### src/rtl/hsv_pkg.sv
// Shared widths, sector constants and stage payload types for the RGB-to-HSV pipeline.
package hsv_pkg;

  localparam int HUE_W    = 9;
  localparam int HUE_FULL = 360;
  localparam int BASE_R   = 0;
  localparam int BASE_G   = 120;
  localparam int BASE_B   = 240;

  typedef enum logic [1:0] {SEC_R, SEC_G, SEC_B} sec_e;

  // Per-pixel hue control carried from the max/min stage to the hue assembly stage.
  typedef struct packed {
    sec_e sec;
    logic neg;
    logic dz;
  } hue_ctl_t;

  function automatic logic [HUE_W:0] sector_base(input sec_e sec);
    case (sec)
      SEC_G:   return (HUE_W+1)'(BASE_G);
      SEC_B:   return (HUE_W+1)'(BASE_B);
      default: return (HUE_W+1)'(BASE_R);
    endcase
  endfunction

endpackage

### src/rtl/hsv_stream_converter_if.sv
// Pixel-in / HSV-out stream bundle; threshold window and mask exist only with HSV_THRESH_EN.
interface hsv_stream_converter_if #(
  parameter int DW = 8,
  parameter int UW = 2
);
  logic                       s_valid;
  logic                       s_ready;
  logic [DW-1:0]              s_r;
  logic [DW-1:0]              s_g;
  logic [DW-1:0]              s_b;
  logic [UW-1:0]              s_user;
  logic                       m_valid;
  logic                       m_ready;
  logic [hsv_pkg::HUE_W-1:0]  m_h;
  logic [DW-1:0]              m_s;
  logic [DW-1:0]              m_v;
  logic [UW-1:0]              m_user;
`ifdef HSV_THRESH_EN
  logic [hsv_pkg::HUE_W-1:0]  h_lo;
  logic [hsv_pkg::HUE_W-1:0]  h_hi;
  logic [DW-1:0]              s_lo;
  logic [DW-1:0]              s_hi;
  logic [DW-1:0]              v_lo;
  logic [DW-1:0]              v_hi;
  logic                       m_mask;

  modport slave (
    input  s_valid, s_r, s_g, s_b, s_user, m_ready,
    input  h_lo, h_hi, s_lo, s_hi, v_lo, v_hi,
    output s_ready, m_valid, m_h, m_s, m_v, m_user, m_mask
  );
  modport master (
    output s_valid, s_r, s_g, s_b, s_user, m_ready,
    output h_lo, h_hi, s_lo, s_hi, v_lo, v_hi,
    input  s_ready, m_valid, m_h, m_s, m_v, m_user, m_mask
  );
`else
  modport slave (
    input  s_valid, s_r, s_g, s_b, s_user, m_ready,
    output s_ready, m_valid, m_h, m_s, m_v, m_user
  );
  modport master (
    output s_valid, s_r, s_g, s_b, s_user, m_ready,
    input  s_ready, m_valid, m_h, m_s, m_v, m_user
  );
`endif
endinterface

### src/rtl/hsv_hue_div.sv
// Registered stage-3 divides: q = 60*n/delta and sat = delta*(2^DW-1)/max, enabled by adv.
module hsv_hue_div #(
  parameter int DW = 8
) (
  input  logic          clk,
  input  logic          rst_n,
  input  logic          adv,
  input  logic [DW-1:0] n,
  input  logic [DW-1:0] delta,
  input  logic [DW-1:0] max_v,
  output logic [6:0]    q,
  output logic [DW-1:0] sat
);

  logic [DW+5:0]   num_q, den_q, quo_q;
  logic [2*DW-1:0] num_s, den_s, quo_s;

  // Zero denominators are replaced by 1 so the divider never sees 0; the result is forced below.
  always_comb begin
    num_q = (DW+6)'(n) * (DW+6)'(60);
    den_q = (delta == '0) ? (DW+6)'(1) : (DW+6)'(delta);
    quo_q = num_q / den_q;
    num_s = (2*DW)'(delta) * (2*DW)'({DW{1'b1}});
    den_s = (max_v == '0) ? (2*DW)'(1) : (2*DW)'(max_v);
    quo_s = num_s / den_s;
  end

  always_ff @(posedge clk or negedge rst_n) begin
    if (!rst_n) begin
      q   <= '0;
      sat <= '0;
    end else if (adv) begin
      q   <= (delta == '0) ? 7'd0 : 7'(quo_q);
      sat <= (max_v == '0) ? '0 : DW'(quo_s);
    end
  end

endmodule

### src/rtl/hsv_stream_converter.sv
// Global-stall RGB-to-HSV pipeline, 4 cycles latency (5 with HSV_THRESH_EN adding the window mask).
// s_ready = !m_valid || m_ready; every stage, valids included, loads only on that advance.
module hsv_stream_converter
  import hsv_pkg::*;
#(
  parameter int DW = 8,
  parameter int UW = 2
) (
  input logic                 clk,
  input logic                 rst_n,
  hsv_stream_converter_if.slave bus
);

  logic adv;
  assign adv         = !bus.m_valid || bus.m_ready;
  assign bus.s_ready = adv;

  // Stage 1: input capture
  logic          v1;
  logic [DW-1:0] r1, g1, b1;
  logic [UW-1:0] u1;

  always_ff @(posedge clk or negedge rst_n) begin
    if (!rst_n) begin
      v1 <= 1'b0; r1 <= '0; g1 <= '0; b1 <= '0; u1 <= '0;
    end else if (adv) begin
      v1 <= bus.s_valid; r1 <= bus.s_r; g1 <= bus.s_g; b1 <= bus.s_b; u1 <= bus.s_user;
    end
  end

  // Stage 2: max/min, sector and signed numerator
  logic [DW-1:0] mx_c, mn_c, x_c, y_c;
  sec_e          sec_c;

  always_comb begin
    sec_c = SEC_R; mx_c = r1; x_c = g1; y_c = b1;
    if (r1 >= g1 && r1 >= b1) begin
      sec_c = SEC_R; mx_c = r1; x_c = g1; y_c = b1;
    end else if (g1 >= b1) begin
      sec_c = SEC_G; mx_c = g1; x_c = b1; y_c = r1;
    end else begin
      sec_c = SEC_B; mx_c = b1; x_c = r1; y_c = g1;
    end
    mn_c = r1;
    if (g1 < mn_c) mn_c = g1;
    if (b1 < mn_c) mn_c = b1;
  end

  logic          v2;
  logic [DW-1:0] mx2, dl2, n2;
  hue_ctl_t      ctl2;
  logic [UW-1:0] u2;

  always_ff @(posedge clk or negedge rst_n) begin
    if (!rst_n) begin
      v2 <= 1'b0; mx2 <= '0; dl2 <= '0; n2 <= '0; ctl2 <= '0; u2 <= '0;
    end else if (adv) begin
      v2       <= v1;
      mx2      <= mx_c;
      dl2      <= mx_c - mn_c;
      n2       <= (x_c < y_c) ? (y_c - x_c) : (x_c - y_c);
      ctl2.sec <= sec_c;
      ctl2.neg <= (x_c < y_c);
      ctl2.dz  <= (mx_c == mn_c);
      u2       <= u1;
    end
  end

  // Stage 3: divides in the sub-module, sideband carried alongside
  logic          v3;
  logic [DW-1:0] mx3, sat3;
  logic [6:0]    q3;
  hue_ctl_t      ctl3;
  logic [UW-1:0] u3;

  hsv_hue_div #(.DW(DW)) u_div (
    .clk   (clk),
    .rst_n (rst_n),
    .adv   (adv),
    .n     (n2),
    .delta (dl2),
    .max_v (mx2),
    .q     (q3),
    .sat   (sat3)
  );

  always_ff @(posedge clk or negedge rst_n) begin
    if (!rst_n) begin
      v3 <= 1'b0; mx3 <= '0; ctl3 <= '0; u3 <= '0;
    end else if (adv) begin
      v3 <= v2; mx3 <= mx2; ctl3 <= ctl2; u3 <= u2;
    end
  end

  // Stage 4: hue assembly; the r sector with neg counts down from 360, and 360 folds to 0
  logic [HUE_W:0]   base_c, hsum_c;
  logic [HUE_W-1:0] h_c;

  always_comb begin
    base_c = sector_base(ctl3.sec);
    if (ctl3.neg)
      hsum_c = ((ctl3.sec == SEC_R) ? (HUE_W+1)'(HUE_FULL) : base_c) - (HUE_W+1)'(q3);
    else
      hsum_c = base_c + (HUE_W+1)'(q3);
    if (ctl3.dz || hsum_c == (HUE_W+1)'(HUE_FULL))
      h_c = '0;
    else
      h_c = HUE_W'(hsum_c);
  end

  logic             v4;
  logic [HUE_W-1:0] h4;
  logic [DW-1:0]    s4, vv4;
  logic [UW-1:0]    u4;

  always_ff @(posedge clk or negedge rst_n) begin
    if (!rst_n) begin
      v4 <= 1'b0; h4 <= '0; s4 <= '0; vv4 <= '0; u4 <= '0;
    end else if (adv) begin
      v4 <= v3; h4 <= h_c; s4 <= sat3; vv4 <= mx3; u4 <= u3;
    end
  end

`ifdef HSV_THRESH_EN
  // Stage 5: window compare against the thresholds present this cycle
  logic h_ok, s_ok, v_ok;

  always_comb begin
    if (bus.h_lo <= bus.h_hi)
      h_ok = (h4 >= bus.h_lo) && (h4 <= bus.h_hi);
    else
      h_ok = (h4 >= bus.h_lo) || (h4 <= bus.h_hi);
    s_ok = (s4 >= bus.s_lo) && (s4 <= bus.s_hi);
    v_ok = (vv4 >= bus.v_lo) && (vv4 <= bus.v_hi);
  end

  always_ff @(posedge clk or negedge rst_n) begin
    if (!rst_n) begin
      bus.m_valid <= 1'b0; bus.m_h <= '0; bus.m_s <= '0; bus.m_v <= '0;
      bus.m_user  <= '0;   bus.m_mask <= 1'b0;
    end else if (adv) begin
      bus.m_valid <= v4; bus.m_h <= h4; bus.m_s <= s4; bus.m_v <= vv4;
      bus.m_user  <= u4; bus.m_mask <= h_ok && s_ok && v_ok;
    end
  end
`else
  assign bus.m_valid = v4;
  assign bus.m_h     = h4;
  assign bus.m_s     = s4;
  assign bus.m_v     = vv4;
  assign bus.m_user  = u4;
`endif

endmodule

### src/flat_wrapper.sv
// flat-port wrapper written by rule: the top's interface ports become plain ports
module hsv_stream_converter_flat import hsv_pkg::*;
#(
  parameter int DW = 8,
  parameter int UW = 2
)
  (clk, rst_n, bus_s_valid, bus_s_r, bus_s_g, bus_s_b, bus_s_user, bus_m_ready, bus_s_ready, bus_m_valid, bus_m_h, bus_m_s, bus_m_v, bus_m_user);
  hsv_stream_converter_if #(.DW(DW), .UW(UW)) bus_i ();
  input logic clk;
  input logic rst_n;
  input wire logic [$bits(bus_i.s_valid)-1:0] bus_s_valid;
  input wire logic [$bits(bus_i.s_r)-1:0] bus_s_r;
  input wire logic [$bits(bus_i.s_g)-1:0] bus_s_g;
  input wire logic [$bits(bus_i.s_b)-1:0] bus_s_b;
  input wire logic [$bits(bus_i.s_user)-1:0] bus_s_user;
  input wire logic [$bits(bus_i.m_ready)-1:0] bus_m_ready;
  output wire logic [$bits(bus_i.s_ready)-1:0] bus_s_ready;
  output wire logic [$bits(bus_i.m_valid)-1:0] bus_m_valid;
  output wire logic [$bits(bus_i.m_h)-1:0] bus_m_h;
  output wire logic [$bits(bus_i.m_s)-1:0] bus_m_s;
  output wire logic [$bits(bus_i.m_v)-1:0] bus_m_v;
  output wire logic [$bits(bus_i.m_user)-1:0] bus_m_user;
  assign bus_i.s_valid = bus_s_valid;
  assign bus_i.s_r = bus_s_r;
  assign bus_i.s_g = bus_s_g;
  assign bus_i.s_b = bus_s_b;
  assign bus_i.s_user = bus_s_user;
  assign bus_i.m_ready = bus_m_ready;
  assign bus_s_ready = bus_i.s_ready;
  assign bus_m_valid = bus_i.m_valid;
  assign bus_m_h = bus_i.m_h;
  assign bus_m_s = bus_i.m_s;
  assign bus_m_v = bus_i.m_v;
  assign bus_m_user = bus_i.m_user;
  hsv_stream_converter #(.DW(DW), .UW(UW)) u_core (.clk(clk), .rst_n(rst_n), .bus(bus_i));
endmodule
### config.mk
export PLATFORM = sky130hd
export DESIGN_NAME = hsv_stream_converter_flat
export DESIGN_NICKNAME = d
export VERILOG_FILES = /design/src/rtl/hsv_pkg.sv /design/src/rtl/hsv_stream_converter_if.sv /design/src/rtl/hsv_hue_div.sv /design/src/rtl/hsv_stream_converter.sv /design/src/flat_wrapper.sv
export SDC_FILE = /design/constraint.sdc
export NUM_CORES = 1
export LEC_CHECK = 0
export BUFFER_PORTS_ARGS = -buffer_cell sky130_fd_sc_hd__clkbuf_2
export CORE_ASPECT_RATIO = 1.5
export CORE_MARGIN = 10
export CORE_UTILIZATION = 57
export CTS_CLUSTER_DIAMETER = 60
export CTS_CLUSTER_SIZE = 14
export DETAILED_ROUTE_END_ITERATION = 12
export GPL_ROUTABILITY_DRIVEN = 0
export PLACE_DENSITY = 0.86
export SETUP_SLACK_MARGIN = 0.02
export SYNTH_ARGS = -nofsm -noshare
export SYNTH_HDL_FRONTEND = slang
export SYNTH_SLANG_ARGS = --single-unit
### constraint.sdc
create_clock -name clk -period 59.5 [get_ports clk]
set_input_delay 2.975 -clock clk [delete_from_list [all_inputs] [get_ports clk]]
set_output_delay 2.975 -clock clk [all_outputs]
set_load 0.01 [all_outputs]
==> impl_metrics.yaml, run 1 <==
drt:
  ant_nets: 0
  routed-via-count: 19185
  drt_first_pass_iters: 6
  via_per_inst: 6.52
  routedWlPerCell_um: 18.9
  routed_wl_mm: 55.6
  route.detailed.drc: 0
  drt_iter0_markers: 1200
logic_synthesis:
  ys_seq_area_share_pct: 14.8
  synth_edf_count: 0
  synth.area.top_cells: "ha_1 (20%), dfrtp_1 (15%), nand2_1 (6.4%)"
  syn_area_sq_mm: 0.0196
  synth.top_cell.area_share_pct: 19.8
  syn-num-nets: 2858
  ys_ff_latch: 116
  yosysMostFrequentCell: "nand2_1"
  synthDistinctLibCells: 110
  synth_cells: 2471
  syn_area_per_cell_sq_um: 7.91
  yosysWarnings: 0
  async_flop_share_pct: 100
  synthTopCellsByCount: "nand2_1 (336), ha_1 (310), o21ai_0 (191)"
  ys.flop_type: "dfrtp_1"
  yosysTopAreaCell: "ha_1"
timing:
  fin_setup_tns_ps: 0
  max_freq_mhz: 27.3
  finalCritPeriodShare_pct: 61.6
  tightest_slew_ps: 1190
  slew_headroom_pct: 20.1
  rsz0062_at_grt: "false"
  clock_skew_ps: 13.9
  finalHoldViolCount: 0
  setup_viol: 0
  slew_viol_final: 0
  fin_crit_ps: 36620
cells_and_area:
  diodes: 0
  largest_register: "u_core.bus.m_h"
  area_delta_synth_final_pct: 6.73
  drive_gt1_share_pct: 9.14
  largest_register_ff_count: 9
  nets: 2890
  fillCellCount: 2807
floorplanning:
  die_area_sq_mm: 0.0423
  die_y_um: 247
  pin_count: 59
  core-area_sq_mm: 0.0341
  start_util_pct: 57.4
  die_w_um: 171
  num_rows: 83
global_route:
  grt_max_degree: 74
  grt_pass1_vias: 20038
  grt_use_total_pct: 26.3
  grt_pass1_wl_mm: 92.7
  antenna_found_initial: 0
  grt-ovfl-total: 0
worst_hold_path:
  worstHoldStart: "u_core.u1[0]"
  worst_hold_path.num_cells: 2
  hp-class: "reg2reg"
clocking:
  post_cts_buffers: 0
  cts_made_buffers: 17
  worstSkewPairLatency_ps: 430
  h-tree-depth: 4
  clock_path_buffers: 2
  cts_resized: 0
  path_clk_slew_ps: 70
  root_buffer: "clkbuf_16"
  holdBufCountCts: 0
  cts.sink_count: 116
  cts_tree: "built"
worst_setup_path:
  r2r-start: "u_core.dl2[4]"
  path_class: "reg2reg"
  startpoint_type: "flip-flop"
  reg2reg_depth: 150
  arrival_ps: 36920
  endpoint_kind: "flip-flop"
  critical_path.slowest_cell: "nor3_2"
  worstSetupStartpoint: "u_core.dl2[4]"
  critPathMaxStageDelay_ps: 710
  required_ps: 59800
  cp_max_fo: 14
  crit_top_cell: "o21a_1"
flow_run:
  max_cap_violations: 0
outcome:
  status: "completed"
place:
  dp_hpwl_mm: 43.1
  numPortBuffers: 58
cells by family (layout without fill, tap and decap cells):
kind of cell    after synthesis  in the layout  share of synthesized area, %
compound gates              723            723                          24.9
xor+xnor                    111            111                          4.97
fa+ha+maj                   357            357                          24.6
buf+inv                     237            282                          4.61
flops                       116            116                          14.8
mux                         111            111                          6.05
simple gates                816            816                          20.0
stage by stage:
stage                     hold slack, ps  worst slack [ps]  cell area (sq um)  utilization (%)  std cells
after floorplan                      430             28400              19600                -       2471
after global placement               445             25650              20300             59.5       2909
after detailed placement             455             24100              20300             59.5       2909
after CTS                            468             23580              20900             61.3       2941
after global routing                 491             19990              20900             61.3       2941
final                                468             22880              20900             61.3       2941
layout make-up:
cell class	instances	area (sq um)	share of cell area (%)
clock buffer	19	443	2.12
clock inverter	13	149	0.713
inverter	176	662	3.17
multi-input combinational	2118	15800	75.6
sequential	116	2900	13.9
tap	425	532	2.55
timing repair buffer	74	413	1.98
worst paths after layout:
kind / end / slack (ps)
max in group asynchronous: u_core.u_div.sat[4] / 55600
min: u_core.u1[0] / 470
max: u_core.u_div.sat[0] / 22880
max reg2reg: u_core.u_div.sat[0] / 22880
min reg2reg: u_core.u1[0] / 470
min in group asynchronous: u_core.bus.m_h[4] / 2550
metal layers:
layer	vias to the layer above	part of all wire [%]	GRT usage [%]
li1	9039	-	-
met1	9111	36	25.6
met2	743	53	49.3
met3	292	5.0	3.93
met4	0	6.8	18.5
met5	-	0	0
layout by cell type (no fill, tap or decap), types with 40 or more instances in the layout:
cell type  synthesis  routed
nand2_1          336     336
ha_1             310     310
o21ai_0          191     191
inv_1            174     173
nor2_1           151     150
a21oi_1          135     134
dfrtp_1          116     116
o21a_1            92      92
nor3_1            88      88
xnor2_1           68      68
a21o_1            58      58
clkbuf_2           0      57
mux2i_1           56      56
mux2_2            48      48
fa_1              47      47
xor2_1            43      43
nand2b_1          40      40
worst max-delay path: cells and delay by family (launching register included):
kind / cells / cell delay, ps
buf+inv: 7 / 660
mux: 3 / 950
xor+xnor: 1 / 240
compound gates: 89 / 20450
simple gates: 29 / 6460
fa+ha+maj: 21 / 7080
flops: 1 / 580
Power of run 1 is left out: the tool's default activity adds up to more than one toggle a clock period on the data nets, which glitch-free logic cannot reach.
==> run 2, diff against run 1 <==
- ABC_AREA: not set -> 1
- PLACE_DENSITY: 0.86 -> 0.89
- clock period: 59.5 -> 31.3 ns (I/O delays scaled with it)
==> run 2 against run 1 <==
  * The flow now finishes with violations (setup timing)
  * Sequential share of layout area down 0.11 points
  * Worst hold slack better by 4.9 ps
  * Critical path depth up 64
  * Via count up 6.4%
  * Clock-buffer cell count down 2
  * Utilization up 4.8 points
  * Critical path type unchanged
==> impl_metrics.yaml, run 2 <==
global_route:
  grt_max_degree: 105
  grt-ovfl-total: 0
  grt_pass1_vias: 19324
  grt_pass1_wl_mm: 86.3
  antenna_found_initial: 0
  grt_use_total_pct: 25.1
worst_setup_path:
  crit_top_cell: "a21o_1"
  r2r_end: "u_core.u_div.sat[0]"
  reg2reg_depth: 214
  setup.worst_path.end: "u_core.u_div.sat[0]"
  r2r_setup_slack_ps: -1720
  critPathMaxStageDelay_ps: 650
  worstSetupStartpoint: "u_core.dl2[3]"
  endpoint_kind: "flip-flop"
  crit_cells: 214
  startpoint_type: "flip-flop"
  r2r-start: "u_core.dl2[3]"
  cpLargestDelayFamily: "compound AO/OA/AOI/OAI gates"
  cp_max_fo: 10
  arrival_ps: 33350
  path_buf_inv: 36
  required_ps: 31640
  path_class: "reg2reg"
  critical_path.slowest_cell: "fa_1"
place:
  numPortBuffers: 58
  dp_hpwl_mm: 38.6
timing:
  slew_headroom_pct: 17.1
  tightest_slew_ps: 1240
  max_freq_mhz: 30.3
  setup_viol: 2
  fin_crit_ps: 33020
  finalCritPeriodShare_pct: 105
  slew_viol_final: 0
  setup_slack_ps: -1720
  clock_skew_ps: 9.86
  fin_setup_tns_ps: -2110
  finalHoldViolCount: 0
drt:
  route.detailed.drc: 0
  drt_iter0_markers: 2601
  drt_first_pass_iters: 12
  via_per_inst: 6.33
  routed-via-count: 20420
  routedWlPerCell_um: 19.4
  routed_wl_mm: 62.7
  ant_nets: 0
logic_synthesis:
  yosysMostFrequentCell: "nand2_1"
  synth_edf_count: 0
  yosysWarnings: 0
  async_flop_share_pct: 100
  synth.top_cell.area_share_pct: 21.0
  syn_area_sq_mm: 0.0185
  syn_area_per_cell_sq_um: 6.94
  ys.flop_type: "dfrtp_1"
  synthTopCellsByCount: "nand2_1 (681), inv_1 (398), ha_1 (310)"
  ys_ff_latch: 116
  yosysTopAreaCell: "ha_1"
  synth.area.top_cells: "ha_1 (21%), dfrtp_1 (16%), nand2_1 (14%)"
  synthDistinctLibCells: 63
  syn-num-nets: 3049
  synth_cells: 2662
  ys_seq_area_share_pct: 15.7
clocking:
  path_clk_slew_ps: 70
  worstSkewPairLatency_ps: 460
  root_buffer: "clkbuf_16"
  cts_made_buffers: 17
  clock_path_buffers: 2
  cts.sink_count: 116
  holdBufCountCts: 0
  cts_tree: "built"
  h-tree-depth: 4
floorplanning:
  pin_count: 59
  num_rows: 80
  die_w_um: 167
  die_y_um: 241
  start_util_pct: 57.9
  die_area_sq_mm: 0.0402
  core-area_sq_mm: 0.0319
cells_and_area:
  final_common_cell: "nand2_1"
  area_delta_synth_final_pct: 14.2
  nets: 3191
  diodes: 0
  mostFrequentLayoutCells: "nand2_1 (656), inv_1 (383), ha_1 (297)"
  drive_gt1_share_pct: 15.4
  largest_register_ff_count: 9
  fillCellCount: 2313
  largest_register: "u_core.bus.m_h"
outcome:
  status: "finished, violations left"
  violations: "setup timing"
flow_run:
  max_cap_violations: 0
worst_hold_path:
  hp-class: "reg2reg"
## run 2: changes by cell type after synthesis, sizes merged, moves of 26 or more
cell    before  now
inv        176  410
nor2b       31    0
o21a        92    9
o21ai      199  262
a21oi      138   86
mux2i       56    2
mux2        55    0
o221ai       2   28
nand2      336  718
nor3        92   18
nand3       32  129
nand2b      40    0
## run 2: timing repair
item                                    4_1_cts  5_1_grt
pin swaps                                    10       92
gates resized for setup                      26      147
gates cloned                                  1        1
endpoints found under the setup margin        2        3
setup buffers                                16       81
## run 2: how the worst min path moves through the flow
stage                        start                  to  slack [ps]  cells after the start
3_3_place_gp             u_core.v3  u_core.bus.m_valid         450                      1
6_report             u_core.mx3[3]   u_core.bus.m_v[3]         470                      2
5_1_grt        u_core.u_div.sat[5]   u_core.bus.m_s[5]         490                      2
3_5_place_dp   u_core.u_div.sat[6]   u_core.bus.m_s[6]         450                      2
4_1_cts                  u_core.v3  u_core.bus.m_valid         470                      1
2_1_floorplan            u_core.v3  u_core.bus.m_valid         440                      1
## run 2: logic make-up after synthesis
group,synth area share [%]
muxes,0.108
buffers and inverters,9.59
and+or+nand+nor,25.5
xor gates and xnor gates,6.30
AOI/OAI and AO/OA,16.8
adders and majority gates,26.1
DFF,15.7
## run 2: worst min-delay path, delay by kind of cell (launching register included)
| family | cells | cell delay [ps] |
|---|---|---|
| flip-flops | 1 | 340 |
| AND/OR/NAND/NOR | 2 | 100 |
## run 2: cell type report
| class | count | area, sq um | share of cell area, % |
|---|---|---|---|
| clock inverters | 15 | 124 | 0.587 |
| well taps | 410 | 513 | 2.43 |
| repair buffers | 172 | 1160 | 5.50 |
| repair inverters | 2 | 12.5 | 0.0593 |
| clock buffers | 17 | 425 | 2.02 |
| inverters | 412 | 1580 | 7.50 |
| multi-input cells | 2083 | 14400 | 68.1 |
| flip-flops and latches | 116 | 2910 | 13.8 |
## run 2: layer usage
metal | vias up | wire length (um) | global-route usage (%)
met1 | 9312 | 20600 | 24.6
li1 | 9030 | - | -
met3 | 607 | 5920 | 3.84
met2 | 1471 | 30200 | 47.5
met4 | 0 | 6090 | 17.2
met5 | - | 0 | 0
## run 2: through the flow
step	setup WS (ps)	instance area [sq um]	hold slack, ps	instances	utilization [%]
after floorplan	778	18500	440	2662	-
after global placement	505	19200	447	3096	60.1
after detailed placement	-1480	19200	455	3096	60.1
after CTS	30.4	19900	467	3145	62.5
after global routing	-2660	21100	493	3227	66.1
final	-1720	21100	473	3227	66.1
Power of run 2 is left out for the same reason.
